**src/rtl/motor_cmd_sequencer.sv**
```systemverilog
// ============================================================================
// Module   : motor_cmd_sequencer
// Purpose  : Buffers packed two-motor speed commands, slew-limits each motor's
//            sign/magnitude on a prescaled step tick, inserts a zero-speed dead
//            time on every direction reversal and zeroes the targets when
//            commands stop arriving.
// Revision : 1.0 - initial release
// ============================================================================
`default_nettype none

module motor_cmd_sequencer #(
    parameter int RAMP_DIV    = 1000,
    parameter int STEP        = 2,
    parameter int DEAD_STEPS  = 4,
    parameter int MAX_COUNT   = 100,
    parameter int WDOG_CYCLES = 50000
) (
    input  logic        clk,
    input  logic        reset,
    input  logic        cmd_valid,
    output logic        cmd_ready,
    input  logic [15:0] cmd_data,
    output logic        motor1_sign,
    output logic [6:0]  motor1_count,
    output logic        motor2_sign,
    output logic [6:0]  motor2_count,
    output logic        busy,
    output logic        wdog_fault
);

    localparam int PW = (RAMP_DIV > 1) ? $clog2(RAMP_DIV) : 1;
    localparam int WW = $clog2(WDOG_CYCLES + 1);
    localparam int DW = (DEAD_STEPS > 1) ? $clog2(DEAD_STEPS) : 1;

    localparam logic [PW-1:0] PRESC_LAST = PW'(RAMP_DIV - 1);
    localparam logic [WW-1:0] WDOG_LAST  = WW'(WDOG_CYCLES - 1);
    localparam logic [WW-1:0] WDOG_MAX   = WW'(WDOG_CYCLES);
    localparam logic [DW-1:0] DEAD_LOAD  = DW'(DEAD_STEPS - 1);
    localparam logic [7:0]    STEP8      = 8'(STEP);
    localparam logic [6:0]    MAX7       = 7'(MAX_COUNT);

    typedef enum logic {
        RUN  = 1'b0,
        DEAD = 1'b1
    } motor_state_t;

    logic [PW-1:0]     presc;
    logic [WW-1:0]     wdog_cnt;
    logic              hold_full;
    logic [1:0]        hold_sign;
    logic [1:0][6:0]   hold_mag;
    logic [1:0]        tgt_sign;
    logic [1:0][6:0]   tgt_mag;

    logic              step_tick;
    logic              accept;
    logic              wdog_expire;

    logic [1:0]        sign_vec;
    logic [1:0][6:0]   mag_vec;
    logic [1:0]        busy_vec;

    function automatic logic [6:0] clamp_mag(input logic [6:0] m);
        return (m > MAX7) ? MAX7 : m;
    endfunction

    assign step_tick   = (presc == PRESC_LAST);
    assign cmd_ready   = ~hold_full;
    assign accept      = cmd_valid & ~hold_full;
    // An accepted command on the expiry edge restarts the count instead.
    assign wdog_expire = ~accept & (wdog_cnt == WDOG_LAST);

    // Free-running prescaler producing one step_tick every RAMP_DIV cycles.
    always_ff @(posedge clk or negedge reset) begin
        if (!reset) begin
            presc <= '0;
        end else if (step_tick) begin
            presc <= '0;
        end else begin
            presc <= presc + 1'b1;
        end
    end

    // Holding register, target registers and command watchdog.
    always_ff @(posedge clk or negedge reset) begin
        if (!reset) begin
            wdog_cnt   <= '0;
            wdog_fault <= 1'b0;
            hold_full  <= 1'b0;
            hold_sign  <= '0;
            hold_mag   <= '0;
            tgt_sign   <= '0;
            tgt_mag    <= '0;
        end else begin
            if (accept) begin
                wdog_cnt   <= '0;
                wdog_fault <= 1'b0;
            end else begin
                if (wdog_cnt != WDOG_MAX) begin
                    wdog_cnt <= wdog_cnt + 1'b1;
                end
                if (wdog_expire) begin
                    wdog_fault <= 1'b1;
                end
            end

            // Accept only happens while empty, so it never races the unload.
            if (accept) begin
                hold_full   <= 1'b1;
                hold_sign   <= {cmd_data[15], cmd_data[7]};
                hold_mag[1] <= clamp_mag(cmd_data[14:8]);
                hold_mag[0] <= clamp_mag(cmd_data[6:0]);
            end else if (wdog_expire || (step_tick && hold_full)) begin
                hold_full <= 1'b0;
            end

            // Expiry zeroes magnitudes but keeps signs, so the ramp-down
            // stays in the current direction.
            if (wdog_expire) begin
                tgt_mag <= '0;
            end else if (step_tick && hold_full) begin
                tgt_sign <= hold_sign;
                tgt_mag  <= hold_mag;
            end
        end
    end

    for (genvar i = 0; i < 2; i++) begin : g_motor
        motor_state_t    state;
        logic            sign_q;
        logic [6:0]      mag_q;
        logic [DW-1:0]   dead_cnt;
        logic [7:0]      cur_ext;
        logic [7:0]      tgt_ext;
        logic [7:0]      gap;
        logic [7:0]      slew;
        logic [7:0]      shrink;
        logic            same_dir;

        assign cur_ext  = {1'b0, mag_q};
        assign tgt_ext  = {1'b0, tgt_mag[i]};
        assign gap      = (tgt_ext > cur_ext) ? (tgt_ext - cur_ext) : (cur_ext - tgt_ext);
        assign slew     = (gap < STEP8) ? gap : STEP8;
        assign shrink   = (cur_ext < STEP8) ? cur_ext : STEP8;
        assign same_dir = (tgt_sign[i] == sign_q) || (tgt_mag[i] == 7'd0);

        // Per-motor slew / dead-time FSM, advancing only on step_tick.
        always_ff @(posedge clk or negedge reset) begin
            if (!reset) begin
                state    <= RUN;
                sign_q   <= 1'b0;
                mag_q    <= '0;
                dead_cnt <= '0;
            end else if (step_tick) begin
                case (state)
                    RUN: begin
                        if (same_dir) begin
                            if (tgt_ext > cur_ext) begin
                                mag_q <= 7'(cur_ext + slew);
                            end else begin
                                mag_q <= 7'(cur_ext - slew);
                            end
                        end else if (mag_q != 7'd0) begin
                            mag_q <= 7'(cur_ext - shrink);
                        end else if (DEAD_STEPS == 1) begin
                            sign_q <= tgt_sign[i];
                        end else begin
                            // This tick is the first of DEAD_STEPS zero ticks.
                            state    <= DEAD;
                            dead_cnt <= DEAD_LOAD;
                        end
                    end
                    DEAD: begin
                        // Flip on the tick the remaining count reaches zero;
                        // magnitude stays 0 on that tick.
                        if (dead_cnt == DW'(1)) begin
                            sign_q   <= tgt_sign[i];
                            state    <= RUN;
                            dead_cnt <= '0;
                        end else begin
                            dead_cnt <= dead_cnt - 1'b1;
                        end
                    end
                    default: state <= RUN;
                endcase
            end
        end

        assign sign_vec[i] = sign_q;
        assign mag_vec[i]  = mag_q;
        // A zero-magnitude target is met regardless of sign.
        assign busy_vec[i] = (state == DEAD) || (mag_q != tgt_mag[i]) ||
                             ((tgt_mag[i] != 7'd0) && (sign_q != tgt_sign[i]));
    end

    assign motor1_sign  = sign_vec[0];
    assign motor1_count = mag_vec[0];
    assign motor2_sign  = sign_vec[1];
    assign motor2_count = mag_vec[1];
    assign busy         = |busy_vec;

endmodule

`default_nettype wire
```
**config.mk**
```make
export PLATFORM = sky130hd
export DESIGN_NAME = motor_cmd_sequencer
export DESIGN_NICKNAME = d
export VERILOG_FILES = /design/src/rtl/motor_cmd_sequencer.sv
export SDC_FILE = /design/constraint.sdc
export NUM_CORES = 1
export LEC_CHECK = 0
export CAP_MARGIN = 5
export CELL_PAD_IN_SITES_DETAIL_PLACEMENT = 2
export CELL_PAD_IN_SITES_GLOBAL_PLACEMENT = 2
export CORE_MARGIN = 2
export CORE_UTILIZATION = 41
export DETAILED_ROUTE_END_ITERATION = 16
export PLACE_DENSITY = 0.89
export SETUP_SLACK_MARGIN = 0.5
export SYNTH_ARGS = -nofsm -noshare
export SYNTH_HDL_FRONTEND = slang
export SYNTH_SLANG_ARGS = --single-unit
export TNS_END_PERCENT = 100
```
**constraint.sdc**
```tcl
create_clock -name clk -period 7.2 [get_ports clk]
set_input_delay 1.44 -clock clk [delete_from_list [all_inputs] [get_ports clk]]
set_output_delay 1.44 -clock clk [all_outputs]
set_load 0.01 [all_outputs]
```
* Word level (Yosys, flattened, before mapping)
Index checks and enable logic that the tools add are counted.
** Word-level totals
- Register bits :: 82
- Bits of input ports :: 19
- Output and inout bits :: 19
- Word-level logic and storage cells :: 131
** Operators by class
- Add/subtract/negate cells :: 14
- $lt $le $gt $ge :: 8
- Equality and inequality tests :: 15
- Muxes and demuxes :: 39
- Bitwise gates (word level) :: 7
- Reductions and logical operators :: 30
** Operator list (count)
- 7-bit 2-to-1 mux :: 12
- 16-bit 2-to-1 mux :: 2
- 7-bit by 7-bit subtractor with 8-bit output :: 4
- 14-bit 2-to-1 mux :: 2
- 7-bit nonzero test :: 4
- 7-bit subtractor :: 4
- 3-bit AND reduction :: 6
- 16-bit by 1-bit adder with 16-bit output (second input constant) :: 1
- 16-bit equality test (second input constant) :: 1
- 8-bit by 2-bit less-than comparator with 1-bit output (second input constant) :: 2
- 8-bit 2-to-1 mux :: 2
- 16-bit inequality test (second input constant) :: 1
- 7-bit adder :: 2
- 7-bit > comparator :: 2
- 7-bit > comparator (second input constant) :: 2
- 7-bit logical NOT :: 2
- 7-bit by 2-bit less-than comparator with 1-bit output (second input constant) :: 2
- 7-bit inequality test :: 2
- 2-bit 2-to-1 mux :: 6
- 2-bit nonzero test :: 6
- 10-bit by 1-bit adder with 10-bit output (second input constant) :: 1
- 10-bit equality test (second input constant) :: 1
- 1-bit 2-to-1 mux :: 10
- 10-bit 2-to-1 mux :: 1
- other kinds (13) :: 35

* Depth between registers and ports, before layout
Gate-level depths: netlist of the first run.
- Word-level depth :: 7
- Mapped depth :: 22
- Gate-level depth less buffers :: 22

* Least setup slack after synthesis of the first run
OpenSTA, ideal clock, no wires.
- Kind :: register to register
- Start point :: reg g_motor[1].mag_q[1] (netlist: motor2_count[1])
- End point :: reg g_motor[1].mag_q[6] (netlist: motor2_count[6])
- Setup time :: 0.122 ns
- Arrival :: 4.284 ns
- Required time :: 7.078 ns
- Slack :: 2.794 ns
- Cell stages (with the launch flop) :: 21
- Buffers on the path :: 0
- Period minus slack after synthesis :: 4.406 ns
- Cells stage by stage :: dfrtp_1 inv_1 fa_1 a211oi_4 o21ba_2 o32ai_1 or3_1 a211o_1 o31ai_2 nand2_1 ha_1 o32a_1 o21ai_0 fa_1 a21o_1 a21oi_1 o21bai_1 a21oi_1 xor2_1 nor2_1 xnor2_1
** Between the ends
- Word-level cells in the longest chain between the ends :: 7
- Elaborated cells on any way between the ends :: 17
- Classes of those cells :: add/sub (5); order compare (3); mux (6); reduce/logical (3)
** RTL lines
- from (decl) :: RTL line 131 : logic [6:0] mag_q;
- from (signal assigned) :: RTL line 159 : mag_q <= 7'(cur_ext + slew);
- from (signal assigned) :: RTL line 161 : mag_q <= 7'(cur_ext - slew);
- from (signal assigned) :: RTL line 164 : mag_q <= 7'(cur_ext - shrink);
- 7-bit by 7-bit subtractor with 8-bit output / 7-bit > comparator (equally long branches) :: RTL line 142, 158
- 8-bit 2-to-1 mux :: RTL line 142 : assign gap = (tgt_ext > cur_ext) ? (tgt_ext - cur_ext) : (cur_ext - tgt_ext);
- 8-bit by 2-bit less-than comparator with 1-bit output :: RTL line 143 : assign slew = (gap < STEP8) ? gap : STEP8;
- 7-bit 2-to-1 mux :: RTL line 143
- 7-bit subtractor / 7-bit adder (equally long branches) :: RTL line 161, 159
- 7-bit 2-to-1 mux :: RTL line 158 : if (tgt_ext > cur_ext) begin
- 7-bit 2-to-1 mux :: RTL line 157 : if (same_dir) begin
Several ways; a longest one is shown, not always the timed one. The select of a mux whose other input is x is not followed.
A chain may end at the register's enable or synchronous reset.

* Final worst setup path of the first run
Same ends and word-level chain as after synthesis.

==> flow_summary_export.csv, run 1 <==
group,metric,value,unit
floorplan,initial_core_util,42.3,%
finish,nets,685,
sta,drv_slew,0,
clocking,cts_tree,"built",
synth,synth_edf_count,0,
sta,min_period,5.11,ns
power_and_ir_drop,power.density,186,nW/µm²
clocking,clock_sinks,82,
clocking,post_cts_buffers,0,
finish,fillCellCount,1338,
critical_path,timing.rr.start,"motor2_count[1]$_DFFE_PN0P_",
grt,grt_pass1_vias,5275,
critical_path,critPathTopFamily,"compound AO/OA/AOI/OAI gates",
job,maxCapViolations,0,
sta,finalWorstSetupSlack,2.09,ns
hold_path,holdCritStartpoint,"hold_mag[12]$_DFFE_PN0P_",
synth,yosys_warnings,0,
sta,setup_viol_count_final,0,
synth,synth-async-reset-ratio,100,%
grt,grt_util_met2,48.2,%
critical_path,worst_setup_path_end_kind,"register",
drt,remaining_drc_errors,0,
critical_path,crit_type,"register to register",
sta,min_period_over_period,71.0,%
critical_path,cp.required,7.44,ns
grt,grtUsageMet3,5.89,%
drt,wl_per_cell,22.6,µm
clocking,cts_buffers,9,
synth,synthDominantCellAreaShare,37.9,%
finish,layout_common_cells,"dfrtp_1, inv_1, nor2_1",
critical_path,crit_path_top_delay_cell,"dfrtp_1",
sta,worst_pin_slew,1.07,ns
floorplan,fp.dieArea,14100,µm²
critical_path,worst-path-buf-inv,1,
synth,synth_cell_type_count,61,
critical_path,rr_endpoint,"motor2_count[6]$_DFFE_PN0P_",
critical_path,start_kind,"register",
power_and_ir_drop,ir_drop,0.168,mV
clocking,clk_latency,0.35,ns
grt,antenna_found_initial,0,
floorplan,pin_count,38,
synth,synth_top_cell_by_area,"dfrtp_1",
critical_path,critPathMaxStageDelay,0.58,ns
finish,final_common_cell,"dfrtp_1",
drt,drt_wl_total,17.8,mm
clocking,cts_buffer_depth,2,
drt,via_per_inst,5.83,
clocking,cts-resized-gates,0,
clocking,holdBufCountCts,0,
grt,track_usage,26.5,%
synth,synthFlopType,"dfrtp_1",
hold_path,hold_depth,2,
drt,vias,4607,
hold_path,hp-class,"register to register",
hold_path,hold_path_end,"hold_mag[12]$_DFFE_PN0P_",
floorplan,die_h,119,µm
synth,synth.area.top_cells,"dfrtp_1, ha_1, xor2_1",
outcome,status,"complete, no violations",
drt,drt-initial-drc-count,212,
placed_design,dp_hpwl,12.6,mm
clocking,cts_root_buf,"clkbuf_16",
floorplan,rows,41,
sta,fin_worst_skew,0.0117,ns
synth,synthCells,581,
grt,overflow,0,
sta,max_freq,0.196,GHz
floorplan,dieWidth,119,µm
drt,drtPass1Iterations,4,
critical_path,reg2reg_slack,2.09,ns
critical_path,rr_worst_depth,20,
synth,syn_area,5410,µm²
sta,slew_headroom,28.6,%
clocking,clk_pin_slew,0.07,ns
critical_path,crit_chain,"inv_1 -> fa_1 -> a211oi_4 -> o21ba_2 -> o32ai_1 -> or3_1 -> a211o_1 -> o31ai_2 -> nand2_1 -> ha_1 -> o32a_1 -> o21ai_0 -> fa_1 -> a21o_1 -> a21oi_1 -> o21bai_1 -> a21oi_1 -> xor2_1 -> nor2_1 -> xnor2_1",
synth,syn_nets,653,
synth,avgSynthCellArea,9.31,µm²
placed_design,place_ws,2.26,ns
sta,rsz0062_at_grt,"no",
sta,hold_violations,0,
placed_design,place.gp.congestion,0.868,
sta,fin_setup_tns,0,ns
power_and_ir_drop,p_leak,2.69,nW
grt,grt_pass1_wl,29.3,mm
grt,grt_max_degree,83,
clocking,h-tree-depth,3,
finish,drive_gt1_share,6.31,%
synth,ys_ff_latch,82,
critical_path,path_max_fanout,8,
critical_path,worstPathArrival,5.35,ns
grt,top_usage_layer,"met2",
placed_design,port_buffers,37,
finish,area_growth,15.4,%
finish,antenna_cells,0,
floorplan,core-area,12800,µm²
drt,drtAntennaViolNets,0,
synth,ys_seq_area_share,37.9,%
grt,use_met1,31.1,%
-- metrics by stage --
step | cells | hold WS [ns] | power (mW) | util, % | area [µm²]
floorplan | 581 | 0.440 | 0.590 | - | 5410
global placement | 774 | 0.456 | 0.626 | 46.3 | 5920
detailed placement | 774 | 0.481 | 0.642 | 46.3 | 5920
CTS | 790 | 0.490 | 1.17 | 48.8 | 6240
global route | 790 | 0.527 | 1.20 | 48.8 | 6240
finish | 790 | 0.490 | 1.16 | 48.8 | 6240
-- metal layers --
| layer | vias to the layer above | routed length, µm |
|---|---|---|
| li1 | 2112 | - |
| met3 | 35 | 599 |
| met2 | 89 | 9330 |
| met5 | - | 0 |
| met1 | 2371 | 7500 |
| met4 | 0 | 395 |
-- sequential cells by signal (all words and copies together), names as in the netlist --
name	cells
motor2_count	7
wdog_cnt	16
g_motor.state	2
g_motor.tgt_ext	14
motor2_sign	1
wdog_fault	1
tgt_sign	2
motor1_count	7
g_motor.dead_cnt	4
hold_sign	2
motor1_sign	1
presc	10
hold_mag	14
hold_full	1
-- worst reg2reg max path, delay by kind of cell (launching register included) --
kind	cells	cell delay, ns
compound gates	11	2.04
fa+ha+maj	3	1.32
simple gates	3	0.59
flops	1	0.58
xor+xnor	2	0.30
buf+inv	1	0.16
-- layout make-up --
cell class / instances / area, µm² / share of cell area [%]
multi-input cells: 428 / 3060 / 49.1
flip-flops and latches: 82 / 2050 / 32.9
repair buffers: 40 / 390 / 6.26
clock buffers: 9 / 225 / 3.61
well taps: 172 / 215 / 3.45
inverters: 52 / 195 / 3.13
clock inverters: 7 / 98.8 / 1.58
-- power breakdown --
group	leakage, nW	total [mW]	switching [mW]	internal, mW
Clock	0.157	0.526	0.218	0.307
Sequential	1.08	0.539	0.0431	0.496
Combinational	1.45	0.0963	0.0524	0.0438
-- cells by family after synthesis --
kind of cell	count (synthesis)	share of synthesized area, %
AO/OA/AOI/OAI	143	18.4
flip-flops	82	37.9
multiplexers	9	1.85
adder cells (fa/ha/maj)	53	13.1
AND/OR/NAND/NOR	184	16.9
buffers and inverters	71	5.51
XOR/XNOR	39	6.32
-- cell usage after synthesis (all sizes together) (2+ instances only) --
library cell / instances
or3: 9
o21a: 7
o31ai: 2
xor2: 25
a21boi: 2
o22a: 2
xnor2: 14
inv: 52
a21oi: 35
a21o: 11
a41oi: 2
a22o: 22
a31oi: 5
nand2: 46
buf: 10
o22ai: 3
o21ai: 26
or3b: 2
nand4: 9
nor2b: 6
nor4b: 2
ha: 47
o2bb2ai: 2
a211o: 4
nand2b: 5
or4: 2
mux2: 8
nor3: 11
o21bai: 3
nor2: 51
nand3b: 5
o211ai: 3
nor4: 8
a211oi: 4
clkbuf: 9
dfrtp: 82
nand3: 16
fa: 6
and3: 9
-- worst max path at each step --
stage / startpoint / endpoint / slack [ns] / cells past startpoint
6_report: motor2_count[1]$_DFFE_PN0P_ / motor2_count[6]$_DFFE_PN0P_ / 2.09 / 20
5_1_grt: motor2_count[1]$_DFFE_PN0P_ / motor2_count[6]$_DFFE_PN0P_ / 1.81 / 20
4_1_cts: motor2_count[1]$_DFFE_PN0P_ / motor2_count[6]$_DFFE_PN0P_ / 2.15 / 20
3_5_place_dp: motor2_count[1]$_DFFE_PN0P_ / motor2_count[6]$_DFFE_PN0P_ / 2.26 / 20
3_3_place_gp: motor2_count[1]$_DFFE_PN0P_ / motor2_count[5]$_DFFE_PN0P_ / 2.60 / 19
2_1_floorplan: motor2_count[1]$_DFFE_PN0P_ / motor2_count[6]$_DFFE_PN0P_ / 2.79 / 20
No activity file was read; power rests on OpenSTA's default activity.
==> run 2: changes to the inputs <==
CORE_UTILIZATION = 38   (was 41)
PLACE_DENSITY = 0.84   (was 0.89)
clock period = 5.3 ns   (was 7.2 ns; I/O delays follow)
==> flow_summary_export.csv, run 2 (synthesis results as in run 1) <==
group,metric,value,unit
placed_design,port_buffers,37,
power_and_ir_drop,power.internal,1.12,mW
sta,worst_pin_slew,0.938,ns
sta,finalWorstSetupSlack,0.541,ns
clocking,clock_sinks,82,
critical_path,crit_chain,"inv_1 -> ha_2 -> inv_1 -> fa_2 -> a211oi_4 -> o21ba_4 -> o32ai_1 -> or3_1 -> a211o_1 -> o31ai_4 -> nand2_1 -> ha_1 -> o32a_1 -> o21ai_2 -> fa_2 -> a21o_1 -> a21oi_2 -> o21bai_1 -> a21oi_1 -> xor2_1 -> nor2_1 -> xnor2_1",
hold_path,holdCritStartpoint,"hold_sign[0]$_DFFE_PN0P_",
grt,grt_pass1_vias,5157,
floorplan,fp.dieArea,15200,µm²
finish,final_common_cell,"dfrtp_1",
grt,grt_pass1_wl,27.7,mm
sta,fin_setup_tns,0,ns
critical_path,path_max_fanout,4,
drt,vias,4652,
sta,fin_worst_skew,0.0134,ns
finish,antenna_cells,0,
hold_path,hold_depth,2,
power_and_ir_drop,switchingPower,0.420,mW
hold_path,hp-class,"register to register",
finish,largest_reg_flops,16,
floorplan,dieWidth,123,µm
clocking,clk_latency,0.36,ns
power_and_ir_drop,clkPwrFrac,44.0,%
power_and_ir_drop,power.density,240,nW/µm²
sta,hold_violations,0,
power_and_ir_drop,sequentialPowerShare,47.7,%
floorplan,core-area,13900,µm²
placed_design,dp_hpwl,12.1,mm
placed_design,dp.cells,783,
drt,drt_wl_total,18.0,mm
finish,layout_common_cells,"dfrtp_1, inv_1, nor2_1",
critical_path,rr_endpoint,"motor2_count[6]$_DFFE_PN0P_",
finish,area_growth,18.1,%
drt,drt-initial-drc-count,207,
clocking,cts_tree,"built",
clocking,h-tree-depth,3,
sta,drv_slew,0,
critical_path,worst_setup_path_end_kind,"register",
finish,seq_area,2060,µm²
floorplan,die_h,123,µm
finish,multi_input_area,3160,µm²
clocking,holdBufCountCts,0,
critical_path,reg2reg_slack,0.54,ns
power_and_ir_drop,p_leak,2.71,nW
grt,grt_max_degree,60,
sta,min_period_over_period,89.8,%
grt,overflow,0,
critical_path,crit_path_top_delay_cell,"fa_2",
finish,fin_util,46.0,%
sta,min_period,4.76,ns
hold_path,hold_path_end,"hold_sign[0]$_DFFE_PN0P_",
floorplan,initial_core_util,39.0,%
critical_path,crit_type,"register to register",
drt,via_per_inst,5.78,
clocking,cts_buffer_depth,2,
finish,regMostFlops,"wdog_cnt",
drt,drtAntennaViolNets,0,
drt,drtPass1Iterations,4,
floorplan,pin_count,38,
grt,antenna_found_initial,0,
clocking,clk_pin_slew,0.06,ns
critical_path,rr_worst_depth,22,
finish,final-instance-count-excl-fill,805,
critical_path,cp.required,5.54,ns
finish,drive_gt1_share,10.4,%
finish,nets,692,
critical_path,start_kind,"register",
drt,wl_per_cell,22.4,µm
job,maxCapViolations,0,
outcome,status,"complete, no violations",
sta,setup_viol_count_final,0,
sta,rsz0062_at_grt,"yes",
power_and_ir_drop,p_comb_share,8.3,%
clocking,cts_buffers,9,
placed_design,place_ws,0.459,ns
critical_path,timing.rr.start,"g_motor[1].tgt_ext[0]$_DFFE_PN0P_",
critical_path,critPathMaxStageDelay,0.45,ns
grt,track_usage,23.7,%
floorplan,rows,43,
clocking,cts_root_buf,"clkbuf_16",
power_and_ir_drop,ir_drop,0.182,mV
critical_path,worstPathArrival,5.00,ns
power_and_ir_drop,switching_share,27.3,%
finish,fillCellCount,1474,
placed_design,place.gp.congestion,0.898,
drt,remaining_drc_errors,0,
sta,slew_headroom,36.6,%
sta,max_freq,0.210,GHz
-- run 2: per-stage QoR --
stage          hold WS (ns)  instance area, µm²  total power [mW]
2_1_floorplan         0.440                5410             0.802
3_3_place_gp          0.458                5930             0.852
3_5_place_dp          0.474                5930             0.869
4_1_cts               0.489                6250              1.54
5_1_grt               0.529                6390              1.60
6_report              0.480                6390              1.54
-- run 2: timing repair --
item	4_1_cts	5_1_grt
pin swaps	0	10
setup endpoints to repair	4	4
gates resized for setup	6	21
buffers inserted	0	6
hold endpoints to repair	0	0
-- run 2: cell type report --
type                    count  area share [%]
multi-input cells         428            49.5
clock buffers              11            3.80
clock inverters             5           0.980
repair buffers             47            6.94
well taps                 180            3.53
flip-flops and latches     82            32.2
inverters                  52            3.06
-- run 2: critical path, delay by kind of cell (launching register included) --
family | cells | cell delay [ns]
adder cells (fa/ha/maj) | 4 | 1.30
flip-flops | 1 | 0.39
AO/OA/AOI/OAI | 11 | 1.97
buffers and inverters | 2 | 0.14
AND/OR/NAND/NOR | 3 | 0.52
XOR/XNOR | 2 | 0.31
-- run 2: worst max path at each step --
stage / from / end / slack, ns / depth (start not counted)
6_report: g_motor[1].tgt_ext[0]$_DFFE_PN0P_ / motor2_count[6]$_DFFE_PN0P_ / 0.54 / 22
3_5_place_dp: motor1_count[1]$_DFFE_PN0P_ / motor1_count[5]$_DFFE_PN0P_ / 0.46 / 19
4_1_cts: g_motor[1].tgt_ext[0]$_DFFE_PN0P_ / motor2_count[6]$_DFFE_PN0P_ / 0.48 / 21
3_3_place_gp: motor2_count[1]$_DFFE_PN0P_ / motor2_count[6]$_DFFE_PN0P_ / 0.67 / 20
5_1_grt: g_motor[1].tgt_ext[0]$_DFFE_PN0P_ / motor2_count[6]$_DFFE_PN0P_ / 0.31 / 22
2_1_floorplan: motor2_count[1]$_DFFE_PN0P_ / motor2_count[6]$_DFFE_PN0P_ / 0.89 / 20
-- run 2: power by group through the flow --
stage | sequential (mW) | clock, mW | combinational, mW
floorplan | 0.724 | 0 | 0.0780
global placement | 0.735 | 0 | 0.117
detailed placement | 0.740 | 0 | 0.129
CTS | 0.730 | 0.680 | 0.132
global route | 0.739 | 0.708 | 0.148
finish | 0.732 | 0.676 | 0.127
-- run 2: per-layer routing --
metal / vias to the layer above / GRT usage (%) / share of wire (%)
li1: 2128 / - / -
met1: 2389 / 30.0 / 43
met2: 92 / 41.1 / 52
met3: 43 / 3.83 / 2.8
met4: 0 / 7.67 / 2.3
met5: - / 0 / 0
==> run 3: changes to the inputs <==
SETUP_SLACK_MARGIN = 0.1   (was 0.5)
==> flow_summary_export.csv, run 3 (synthesis results as in run 1) <==
group,metric,value,unit
outcome,status,"complete, no violations",
critical_path,worstPathArrival,5.21,ns
grt,antenna_found_initial,0,
drt,drtAntennaViolNets,0,
hold_path,hold_depth,2,
placed_design,port_buffers,37,
floorplan,initial_core_util,39.0,%
finish,regMostFlops,"wdog_cnt",
finish,drive_gt1_share,6.79,%
sta,worst_pin_slew,0.876,ns
critical_path,reg2reg_slack,0.32,ns
power_and_ir_drop,p_leak,2.68,nW
grt,track_usage,23.7,%
sta,rsz0062_at_grt,"yes",
sta,min_period_over_period,93.9,%
clocking,clock_sinks,82,
clocking,cts_tree,"built",
critical_path,rr_endpoint,"motor2_count[6]$_DFFE_PN0P_",
sta,finalWorstSetupSlack,0.324,ns
hold_path,hp-class,"register to register",
drt,remaining_drc_errors,0,
grt,grt_max_degree,60,
critical_path,path_max_fanout,6,
placed_design,place.gp.congestion,0.898,
floorplan,rows,43,
clocking,cts_buffer_depth,2,
floorplan,dieWidth,123,µm
critical_path,cp.required,5.54,ns
clocking,post_cts_buffers,0,
critical_path,crit_type,"register to register",
finish,layout_common_cells,"dfrtp_1, inv_1, nor2_1",
critical_path,rr_worst_depth,21,
sta,fin_worst_skew,0.00943,ns
sta,setup_viol_count_final,0,
clocking,clk_pin_slew,0.06,ns
grt,overflow,0,
grt,grt_pass1_wl,27.7,mm
power_and_ir_drop,power.density,244,nW/µm²
drt,drt-initial-drc-count,224,
power_and_ir_drop,ir_drop,0.186,mV
floorplan,fp.dieArea,15200,µm²
floorplan,pin_count,38,
sta,slew_headroom,40.8,%
finish,antenna_cells,0,
placed_design,place_area,5930,µm²
drt,drt_wl_total,16.7,mm
critical_path,worst_setup_path_end_kind,"register",
placed_design,place_ws,0.459,ns
drt,drtPass1Iterations,4,
critical_path,timing.rr.start,"motor2_count[0]$_DFFE_PN0P_",
finish,design_area,6250,µm²
critical_path,start_kind,"register",
clocking,h-tree-depth,3,
clocking,cts_root_buf,"clkbuf_16",
clocking,clk_latency,0.35,ns
finish,largest_reg_flops,16,
sta,drv_slew,0,
drt,wl_per_cell,20.8,µm
sta,fin_setup_tns,0,ns
finish,area_growth,15.6,%
hold_path,hold_path_end,"hold_sign[0]$_DFFE_PN0P_",
clocking,cts-resized-gates,0,
sta,max_freq,0.201,GHz
drt,vias,4573,
clocking,holdBufCountCts,0,
hold_path,holdCritStartpoint,"hold_sign[0]$_DFFE_PN0P_",
grt,grt_pass1_vias,5157,
job,maxCapViolations,0,
sta,min_period,4.98,ns
finish,nets,686,
placed_design,dp_hpwl,12.1,mm
floorplan,core-area,13900,µm²
sta,hold_violations,0,
floorplan,die_h,123,µm
clocking,cts_buffers,9,
drt,via_per_inst,5.72,
finish,final_common_cell,"dfrtp_1",
-- run 3: changes by cell type in the layout (fill, tap and decap cells not counted), sizes merged --
cell,previous run,this run
buf,11,5
-- run 3: through the flow --
stage	utilization [%]	hold WS [ns]	power (mW)	cells
2_1_floorplan	-	0.440	0.802	581
4_1_cts	44.9	0.489	1.54	799
3_5_place_dp	42.7	0.474	0.869	783
5_1_grt	45.0	0.529	1.59	799
6_report	45.0	0.480	1.52	799
3_3_place_gp	42.7	0.458	0.852	783
-- run 3: worst max path at each step --
stage	startpoint	to	slack, ns	depth (start not counted)
global route	motor1_count[1]$_DFFE_PN0P_	motor1_count[6]$_DFFE_PN0P_	0.04	20
detailed placement	motor1_count[1]$_DFFE_PN0P_	motor1_count[5]$_DFFE_PN0P_	0.46	19
global placement	motor2_count[1]$_DFFE_PN0P_	motor2_count[6]$_DFFE_PN0P_	0.67	20
CTS	motor2_count[1]$_DFFE_PN0P_	motor2_count[6]$_DFFE_PN0P_	0.28	20
finish	motor2_count[0]$_DFFE_PN0P_	motor2_count[6]$_DFFE_PN0P_	0.32	21
floorplan	motor2_count[1]$_DFFE_PN0P_	motor2_count[6]$_DFFE_PN0P_	0.89	20
-- run 3: cell type report --
class / instances / area [µm²]
Clock inverter: 5 / 62.6
Sequential cell: 82 / 2050
Clock buffer: 11 / 243
Timing Repair Buffer: 41 / 398
Tap cell: 180 / 225
Fill cell: 1496 / 7630
Multi-Input combinational cell: 428 / 3070
Inverter: 52 / 195
-- run 3: layer usage --
| layer | track usage [%] | share of wire [%] | up-vias |
|---|---|---|---|
| li1 | - | - | 2113 |
| met1 | 29.9 | 44 | 2359 |
| met2 | 41.1 | 51 | 67 |
| met3 | 3.83 | 2.3 | 34 |
| met4 | 7.67 | 2.5 | 0 |
| met5 | 0 | 0 | - |
-- run 3: critical path, stage by stage (launching register included) --
cell      delay [ns]
dfrtp_1         0.45
ha_1            0.20
inv_1           0.07
fa_1            0.47
a211oi_4        0.31
o21ba_2         0.19
o32ai_1         0.09
or3_1           0.37
a211o_1         0.33
o31ai_2         0.12
nand2_1         0.10
ha_1            0.29
o32a_1          0.12
o21ai_0         0.14
fa_1            0.51
a21o_1          0.19
a21oi_1         0.25
o21bai_1        0.11
a21oi_1         0.19
xor2_1          0.17
nor2_1          0.06
xnor2_1         0.14
-- run 3: where the power goes --
group | total (mW) | switching, mW | leakage (nW) | internal (mW)
Combinational | 0.127 | 0.0678 | 1.46 | 0.0597
Sequential | 0.731 | 0.0567 | 1.08 | 0.674
Clock | 0.666 | 0.285 | 0.142 | 0.381
Total | 1.52 | 0.410 | 2.68 | 1.12
